===== src/rtl/ledcomm_rx_decoder_pkg.sv =====
// Shared Ledcomm receive definitions: pulse-class thresholds, link/timeout defaults,
// pulse-class encodings and the width classifier used by the decoder.
package ledcomm_rx_decoder_pkg;

  localparam int unsigned RUN_W  = 4;
  localparam int unsigned WORD_W = 16;

  localparam logic [RUN_W-1:0] ONE_MIN   = 4'd3;
  localparam logic [RUN_W-1:0] ZERO_MIN  = 4'd7;
  localparam logic [RUN_W-1:0] END_MIN   = 4'd11;
  localparam logic [RUN_W-1:0] ERROR_MIN = 4'd15;
  localparam logic [RUN_W-1:0] RUN_MAX   = 4'd15;

  localparam int unsigned LINK_PULSES_DEF = 18;
  localparam int unsigned TIMEOUT_DEF     = 32;
  localparam int unsigned FIFO_DEPTH_DEF  = 4;

  typedef enum logic [2:0] {
    PC_GLITCH = 3'd0,
    PC_ONE    = 3'd1,
    PC_ZERO   = 3'd2,
    PC_END    = 3'd3,
    PC_ERROR  = 3'd4
  } pulse_class_e;

  function automatic pulse_class_e classify_pulse(input logic [RUN_W-1:0] n);
    pulse_class_e pc;
    if (n >= ERROR_MIN)     pc = PC_ERROR;
    else if (n >= END_MIN)  pc = PC_END;
    else if (n >= ZERO_MIN) pc = PC_ZERO;
    else if (n >= ONE_MIN)  pc = PC_ONE;
    else                    pc = PC_GLITCH;
    return pc;
  endfunction

endpackage


===== src/rtl/ledcomm_rx_fifo.sv =====
// Small synchronous first-word-fall-through word FIFO for the Ledcomm receiver.
// DEPTH must be a power of two and at least 2; head reads as zero while empty.
module ledcomm_rx_fifo #(
  parameter int unsigned DEPTH = 4,
  parameter int unsigned WIDTH = 16
) (
  input  logic             clk,
  input  logic             resetq,
  input  logic             push,
  input  logic             pop,
  input  logic [WIDTH-1:0] wdata,
  output logic [WIDTH-1:0] rdata,
  output logic             full,
  output logic             empty
);

  localparam int unsigned AW = $clog2(DEPTH);

  logic [WIDTH-1:0] mem [DEPTH];
  logic [AW:0]      wr_ptr;
  logic [AW:0]      rd_ptr;

  always_ff @(posedge clk or negedge resetq) begin
    if (!resetq) begin
      wr_ptr <= '0;
      rd_ptr <= '0;
    end else begin
      if (push) wr_ptr <= wr_ptr + (AW+1)'(1);
      if (pop)  rd_ptr <= rd_ptr + (AW+1)'(1);
    end
  end

  always_ff @(posedge clk) begin
    if (push) mem[wr_ptr[AW-1:0]] <= wdata;
  end

  assign empty = (wr_ptr == rd_ptr);
  assign full  = (wr_ptr[AW] != rd_ptr[AW]) && (wr_ptr[AW-1:0] == rd_ptr[AW-1:0]);
  assign rdata = empty ? '0 : mem[rd_ptr[AW-1:0]];

endmodule


===== src/rtl/ledcomm_rx_decoder.sv =====
// Passive Ledcomm receiver: measures bright-pulse widths in base ticks and decodes 16-bit words.
// Define LEDCOMM_RX_FIFO_EN to replace the single holding register with a FIFO_DEPTH-word FIFO.
module ledcomm_rx_decoder
  import ledcomm_rx_decoder_pkg::*;
#(
  parameter int unsigned LINK_PULSES = LINK_PULSES_DEF,
  parameter int unsigned TIMEOUT     = TIMEOUT_DEF
`ifdef LEDCOMM_RX_FIFO_EN
  , parameter int unsigned FIFO_DEPTH = FIFO_DEPTH_DEF
`endif
) (
  input  logic              clk,
  input  logic              resetq,
  input  logic              light_in,
  input  logic [15:0]       basiszeit,
  input  logic              rd,
  output logic [WORD_W-1:0] rx_data,
  output logic              valid,
  output logic              link,
  output logic              overrun,
  output logic              err
);

  localparam int unsigned LC_W = $clog2(LINK_PULSES + 1);
  localparam int unsigned DR_W = $clog2(TIMEOUT + 1);
  localparam logic [LC_W-1:0] LINK_MAX = LC_W'(LINK_PULSES);
  localparam logic [DR_W-1:0] TO_MAX   = DR_W'(TIMEOUT);

  logic              light_s1, light_s2;
  logic [15:0]       div_cnt;
  logic              tick;
  logic [RUN_W-1:0]  bright_run;
  logic [DR_W-1:0]   dark_run;
  logic [WORD_W-1:0] shreg;
  logic [LC_W-1:0]   link_cnt;
  logic [LC_W-1:0]   link_inc;
  pulse_class_e      pclass;
  logic              classify_en;
  logic              timeout_hit;
  logic              deliver;

  always_ff @(posedge clk or negedge resetq) begin
    if (!resetq) begin
      light_s1 <= 1'b0;
      light_s2 <= 1'b0;
    end else begin
      light_s1 <= light_in;
      light_s2 <= light_s1;
    end
  end

  // Compare against the live basiszeit so a shrinking period wraps immediately.
  assign tick = (div_cnt == '0);

  always_ff @(posedge clk or negedge resetq) begin
    if (!resetq) begin
      div_cnt <= '0;
    end else if (basiszeit <= 16'd1 || div_cnt >= basiszeit - 16'd1) begin
      div_cnt <= '0;
    end else begin
      div_cnt <= div_cnt + 16'd1;
    end
  end

  always_ff @(posedge clk or negedge resetq) begin
    if (!resetq) begin
      bright_run <= '0;
      dark_run   <= '0;
    end else if (tick) begin
      if (light_s2) begin
        if (bright_run != RUN_MAX) bright_run <= bright_run + RUN_W'(1);
        dark_run <= '0;
      end else begin
        if (dark_run != TO_MAX) dark_run <= dark_run + DR_W'(1);
        bright_run <= '0;
      end
    end
  end

  assign pclass      = classify_pulse(bright_run);
  assign classify_en = tick && !light_s2 && (bright_run != '0);
  // Timeout fires on the tick that reaches TIMEOUT and keeps clearing while saturated.
  assign timeout_hit = tick && !light_s2 && (dark_run >= TO_MAX - DR_W'(1));
  assign link        = (link_cnt >= LINK_MAX);
  assign link_inc    = (link_cnt >= LINK_MAX) ? LINK_MAX : link_cnt + LC_W'(1);
  assign deliver     = classify_en && (pclass == PC_END) && link;

  always_ff @(posedge clk or negedge resetq) begin
    if (!resetq) begin
      shreg    <= '0;
      link_cnt <= '0;
    end else if (timeout_hit) begin
      shreg    <= '0;
      link_cnt <= '0;
    end else if (classify_en) begin
      case (pclass)
        PC_ONE: begin
          shreg    <= {shreg[WORD_W-2:0], 1'b1};
          link_cnt <= link_inc;
        end
        PC_ZERO: begin
          shreg    <= {shreg[WORD_W-2:0], 1'b0};
          link_cnt <= link_inc;
        end
        PC_END: begin
          shreg    <= '0;
          link_cnt <= link_inc;
        end
        PC_ERROR: begin
          shreg    <= '0;
          link_cnt <= '0;
        end
        default: ;
      endcase
    end
  end

  always_ff @(posedge clk or negedge resetq) begin
    if (!resetq) err <= 1'b0;
    else         err <= classify_en && (pclass == PC_ERROR);
  end

`ifdef LEDCOMM_RX_FIFO_EN
  logic fifo_full, fifo_empty, pop, push;

  assign pop  = rd && !fifo_empty;
  assign push = deliver && (!fifo_full || pop);

  ledcomm_rx_fifo #(
    .DEPTH (FIFO_DEPTH),
    .WIDTH (WORD_W)
  ) u_fifo (
    .clk    (clk),
    .resetq (resetq),
    .push   (push),
    .pop    (pop),
    .wdata  (shreg),
    .rdata  (rx_data),
    .full   (fifo_full),
    .empty  (fifo_empty)
  );

  assign valid = !fifo_empty;

  always_ff @(posedge clk or negedge resetq) begin
    if (!resetq)                             overrun <= 1'b0;
    else if (deliver && fifo_full && !pop)   overrun <= 1'b1;
    else if (rd)                             overrun <= 1'b0;
  end
`else
  always_ff @(posedge clk or negedge resetq) begin
    if (!resetq) begin
      rx_data <= '0;
      valid   <= 1'b0;
      overrun <= 1'b0;
    end else if (deliver) begin
      rx_data <= shreg;
      valid   <= 1'b1;
      if (rd)         overrun <= 1'b0;
      else if (valid) overrun <= 1'b1;
    end else if (rd) begin
      valid   <= 1'b0;
      overrun <= 1'b0;
    end
  end
`endif

endmodule


===== config.mk =====
export PLATFORM = sky130hd
export DESIGN_NAME = ledcomm_rx_decoder
export DESIGN_NICKNAME = d
export VERILOG_FILES = /design/src/rtl/ledcomm_rx_decoder_pkg.sv /design/src/rtl/ledcomm_rx_fifo.sv /design/src/rtl/ledcomm_rx_decoder.sv
export SDC_FILE = /design/constraint.sdc
export NUM_CORES = 1
export LEC_CHECK = 0
export BUFFER_PORTS_ARGS = -buffer_cell sky130_fd_sc_hd__buf_2
export CORE_AREA = 2 2 84 86
export DETAILED_ROUTE_END_ITERATION = 8
export DIE_AREA = 0 0 86 88
export PLACE_DENSITY = 0.79
export SYNTH_ARGS = -nofsm -noshare
export SYNTH_HDL_FRONTEND = slang
export SYNTH_SLANG_ARGS = --single-unit

===== constraint.sdc =====
create_clock -name clk -period 2.5 [get_ports clk]
set_input_delay 0.375 -clock clk [delete_from_list [all_inputs] [get_ports clk]]
set_output_delay 0.375 -clock clk [all_outputs]
set_load 0.03 [all_outputs]

==> impl_metrics.toml, run 1 <==
[run_status]
status = "complete, no violations"

[synthesis]
synthCells = 393
synth_edf_count = 0
synthTopCellsByArea = "dfrtp_1 44%, ha_1 8.4%, nand2_1 6.8%"
synthesis.area_um2 = 3860
async_flop_share = 1.00
syn-num-nets = 439
yosysTopAreaCell = "dfrtp_1"
synth_ff_type = "dfrtp_1"
yosys.area.top_type_share = 0.441
avgSynthCellArea_um2 = 9.82
yosys_warnings = 0
ys_ff_latch = 68
seq_area_frac_synth = 0.441
yosysUniqueCellTypes = 49

[worst_setup_path]
worstPathRequired_ps = 2730
crit_path_start_kind = "primary input"
cpPeakStageDelay_ps = 330
crit_fanout = 16
crit_type = "in -> reg"
cp_cell_sequence = "buf_4 > nor4_4 > nor4b_4 > nand2_2 > nor2_2 > xnor2_1 > ha_1 > nand2_2 > nor4_4 > o2111ai_2 > o21ai_2 > buf_12 > nor3_1"
worstSetupStartpoint = "basiszeit[2]"
cpLargestDelayFamily = "simple AND/OR/NAND/NOR gates"
r2r_start = "div_cnt[0]"
cp.arrival_ps = 2720
crit_path_end_kind = "flip-flop"
slowest_stage = "nor4b_4"
path_buf_inv = 2

[placement]
pre_cts_slack_ps = -402
hpwl_um = 5530
port_buffers = 39
place_congestion = 0.812
dpl.cell_count = 529

[finish]
drive_above_1_share = 0.267
area_growth_pct = 21.4
instances_no_fill = 545
nNetsFinal = 506
diodes = 0
nFillCells = 491

[floorplan]
start_util = 0.581
core_um2 = 6640
die-width_um = 86
placementRows = 30
die_h_um = 88
io_pins = 40
dieArea_um2 = 7570

[sta]
rsz0062_at_grt = "true"
finClkSkew_ps = 9.15
worst_slew_pin_slew_ps = 450
min_period_ps = 2490
finalCritPeriodShare = 0.995
totalNegativeSetupSlack_ps = 0
setup_viol = 0
fmax_mhz = 402
report.final.slew_viol_count = 0
hold_viol_final = 0
setup_ws_ps = 12.2
max_slew_margin = 0.697

[power]
vdd_drop_max_v = 0.000302
pwr_density_cell_nw_per_um2 = 680
cellLeakagePower_uw = 0.00226

[detailed_routing]
wire_per_inst_um = 14.0
drt_iter0_drc = 162
via_count = 3052
dr.pass1.iters = 4
routed_wl_um = 7630
drc = 0
viasPerCell = 5.60
ant_nets = 0

[clock_network]
cts_buffer_depth = 2
htree_num_levels = 3
clk_latency_ps = 350
cts_buffers = 9
cts.sinks = 68
ctsHoldBuffers = 0
post-cts-setup-buffers = 0
cts.clk_slew.worst_paths_ps = 80
cts-root-buf = "clkbuf_8"
cts_tree = "done"

[global_route]
grt_max_degree = 69
grt_usage = 0.217
grt_pass1_vias = 2958
grt_pass1_wl_um = 13000
overflow = 0
grt_antenna_before_repair = 0

[job]
max_cap_viol_count = 0

[worst_hold_path]
hold_path_class = "in -> async"
==> synthesized netlist by cell type, types with 2 or more instances <==
master and count:
buf_2 2, mux2_2 8, a21o_1 3, a21oi_1 16
o22ai_1 2, dfrtp_1 68, or4_1 2, ha_1 26
nand3_1 17, nand2b_1 5, nor3_1 26, nand4_1 3
nor2_1 25, mux2_4 9, xor2_1 11, nor3b_1 3
nor4_1 8, xnor2_1 18, nor4_4 2, and4_1 2
clkbuf_1 8, inv_1 15, o21ai_0 14, o21bai_1 2
and3_1 5, nand2_1 70
==> logic make-up (layout without fill, tap and decap cells) <==
family          count (synthesis)  count (layout)  synth area share
compound gates                 49              49            0.0827
xor+xnor                       29              29            0.0658
fa+ha+maj                      26              26            0.0843
buf+inv                        27              99            0.0308
flops                          68              68             0.441
mux                            18              18            0.0609
simple gates                  176             176             0.235
==> layout by cell type (no fill, tap or decap), drive strengths merged, types with 2 or more instances in the layout <==
cell    count
a21o        3
a21oi      16
and3        5
and4        2
buf        68
bufinv      2
clkbuf      9
clkinv      4
dfrtp      68
ha         26
inv        16
mux2       17
nand2      70
nand2b      5
nand3      17
nand4       4
nor2       25
nor3       27
nor3b       3
nor4       10
nor4b       2
o21ai      15
o21bai      2
o22ai       2
or4         2
xnor2      18
xor2       11
==> power breakdown <==
group	internal, uW	switching, uW
sequential	1210	194
combinational	371	407
clock	568	432
==> sequential cells by signal (all words and copies together) (netlist names) <==
register	cells
div_cnt	16
rx_data	16
shreg	16
dark_run	6
link_cnt	5
bright_run	4
err	1
light_s1	1
light_s2	1
overrun	1
valid	1
==> through the flow <==
step | hold slack (ps) | area, um2 | util | total power [uW]
3_5_place_dp | 341 | 4410 | 0.664 | 2180
6_report | 37.6 | 4690 | 0.705 | 3190
4_1_cts | 49.6 | 4680 | 0.704 | 3200
2_1_floorplan | 79.4 | 3920 | - | 1930
5_1_grt | 62.3 | 4690 | 0.705 | 3380
3_3_place_gp | 333 | 4410 | 0.664 | 2140
==> layout make-up <==
cell class	instances	area, um2	area share
clock buffers	9	124	0.0264
flip-flops and latches	68	1700	0.363
well taps	80	100	0.0214
multi-input cells	298	2140	0.456
clock inverters	7	100	0.0214
inverters	15	56.3	0.0120
repair buffers	68	465	0.0993
==> path summary, 6_finish.rpt <==
path,to,slack [ps],cells after the start
setup / recovery,div_cnt[9],10,13
hold / removal,dark_run[3],40,2
setup reg to reg,shreg[6],440,9
hold reg to reg,light_s2,360,0
max in group asynchronous,div_cnt[10],2180,2
min in group clk,light_s1,140,1
==> per-layer routing <==
layer	track usage	vias to the layer above	share of wire
li1	-	1504	-
met5	0	-	0
met2	0.375	69	0.49
met3	0.0518	6	0.038
met4	0.0707	0	0.013
met1	0.268	1473	0.46
==> worst reg2reg max path, cell delays in order, from the launching register on <==
cell       delay (ps)
dfrtp_1           420
inv_1             110
ha_1              200
nor4b_4           300
nand4_4           160
buf_4             220
a2111oi_4         200
buf_4             250
nand2_1            80
nand2_1            60
==> timing repair <==
action	4_1_cts	5_1_grt
pin swaps	1	1
endpoints found under the hold margin	0	0
endpoints found under the setup margin	16	16
gates resized for setup	8	3
No activity file was read; power rests on OpenSTA's default activity.
==> run 2: changes to the inputs <==
Settings changed: SETUP_SLACK_MARGIN set to 0.5.
==> run 2 against run 1 <==
Compared with the run above: the flow now finishes with violations (setup timing); cell count up 3.3%; largest cell class unchanged; clock skew decreased by 0.88 ps; power up 7.0%; wire length up 18%; design area rose by 7.4%; sequential share of layout area shrank 2.4 points; sequential cell count is the same; highest routed layer unchanged; setup slack lost 42 ps.
==> impl_metrics.toml, run 2 (same netlist as run 1, synthesis figures left out) <==
[run_status]
status = "finished, violations left"
violations = "setup timing"

[clock_network]
cts.sinks = 68
ctsHoldBuffers = 0
cts_buffer_depth = 2
cts.clk_slew.worst_paths_ps = 70
cts_buffers = 9
cts_tree = "done"
cts-root-buf = "clkbuf_8"
clk_latency_ps = 350
htree_num_levels = 3

[floorplan]
dieArea_um2 = 7570
core_um2 = 6640
io_pins = 40
placementRows = 30
start_util = 0.581
die-width_um = 86
die_h_um = 88

[job]
max_cap_viol_count = 0

[worst_setup_path]
worstPathRequired_ps = 2750
r2r_start = "div_cnt[7]"
crit_path_start_kind = "primary input"
rr_worst_depth = 7
rrSetupSlack_ps = 430
crit_fanout = 16
cp.arrival_ps = 2780
reg2reg_to = "div_cnt[2]"
crit_type = "in -> reg"
crit_path_end_kind = "flip-flop"

[placement]
port_buffers = 39
pre_cts_slack_ps = -393
hpwl_um = 5410
place_congestion = 0.832

[sta]
max_slew_margin = 0.718
finalCritPeriodShare = 1.01
min_period_ps = 2530
worst_slew_pin_slew_ps = 420
report.final.slew_viol_count = 0
fmax_mhz = 395
finClkSkew_ps = 8.27
rsz0062_at_grt = "true"
setup_ws_ps = -30.1
setup_viol = 15
hold_viol_final = 0

[global_route]
grt_pass1_wl_um = 13800
grt_max_degree = 69
grt_antenna_before_repair = 0
grt_usage = 0.230
grt_pass1_vias = 3015
overflow = 0

[detailed_routing]
wire_per_inst_um = 15.9
drt_iter0_drc = 186
drc = 0
routed_wl_um = 8980
viasPerCell = 5.72
dr.pass1.iters = 5
via_count = 3223
ant_nets = 0

[power]
vdd_drop_max_v = 0.000325
cellLeakagePower_uw = 0.00239
pwr_density_cell_nw_per_um2 = 677

[worst_hold_path]
hold_path_class = "in -> async"

[finish]
diodes = 0
nNetsFinal = 524
drive_above_1_share = 0.358
final_cell_mix = "65 x dfrtp_1, 49 x nand2_1, 38 x buf_2"
final_util = 0.758
top_regs = "div_cnt (16), rx_data (16), shreg (16)"
area_growth_pct = 30.4
final_common_cell = "dfrtp_1"
run 2: area by class of cell:
type	count	area, um2
Tap cell	80	100
Fill cell	405	1610
Clock inverter	7	105
Sequential cell	68	1710
Inverter	15	56.3
Timing Repair Buffer	86	692
Multi-Input combinational cell	298	2250
Clock buffer	9	124
run 2: worst max-delay path, cell delays in order:
cell and delay (ps):
buf_2 120, nor4_4 290, nor4b_4 360, nand2_2 150
nor3_2 190, xnor2_1 170, ha_1 260, nand2_1 140
o21ai_0 100, a21oi_1 170, o21ai_2 100, buf_12 160
nor3_1 180
run 2: repair_timing:
action | 4_1_cts | 5_1_grt
pin swaps | 3 | 31
gates resized for setup | 10 | 58
hold endpoints to repair | 0 | 0
endpoints found under the setup margin | 49 | 49
cloned | 2 | 2
setup buffers | 7 | 8
run 2: worst max-delay path by stage:
stage | start | to | slack, ps | cells past startpoint
after floorplan | basiszeit[2] | div_cnt[7] | -180 | 12
after global placement | basiszeit[2] | div_cnt[7] | -330 | 13
after detailed placement | basiszeit[2] | div_cnt[4] | -390 | 13
after CTS | basiszeit[2] | div_cnt[4] | -10 | 13
after global routing | basiszeit[2] | div_cnt[12] | -230 | 13
final | basiszeit[2] | div_cnt[2] | -30 | 13
run 2: layer usage:
layer	GRT usage	vias to the layer above	wire length (um)
li1	-	1549	-
met3	0.0443	21	354
met1	0.284	1547	3860
met4	0.0938	0	196
met5	0	-	0
met2	0.399	106	4560
run 2: power by group:
part / total (uW) / internal [uW] / switching, uW
Combinational: 973 / 477 / 496
Sequential: 1400 / 1210 / 187
Clock: 1040 / 579 / 457
run 2: metrics by stage:
step	setup TNS (ps)	std cells	cell area [um2]	hold WS [ps]	total power [uW]
2_1_floorplan	-2040	393	3930	79.4	1930
3_3_place_gp	-5160	528	4400	334	2140
3_5_place_dp	-6150	528	4400	341	2180
4_1_cts	-93.3	553	4780	43.4	3290
5_1_grt	-2570	563	5030	64.7	3600
6_report	-181	563	5030	31.0	3410
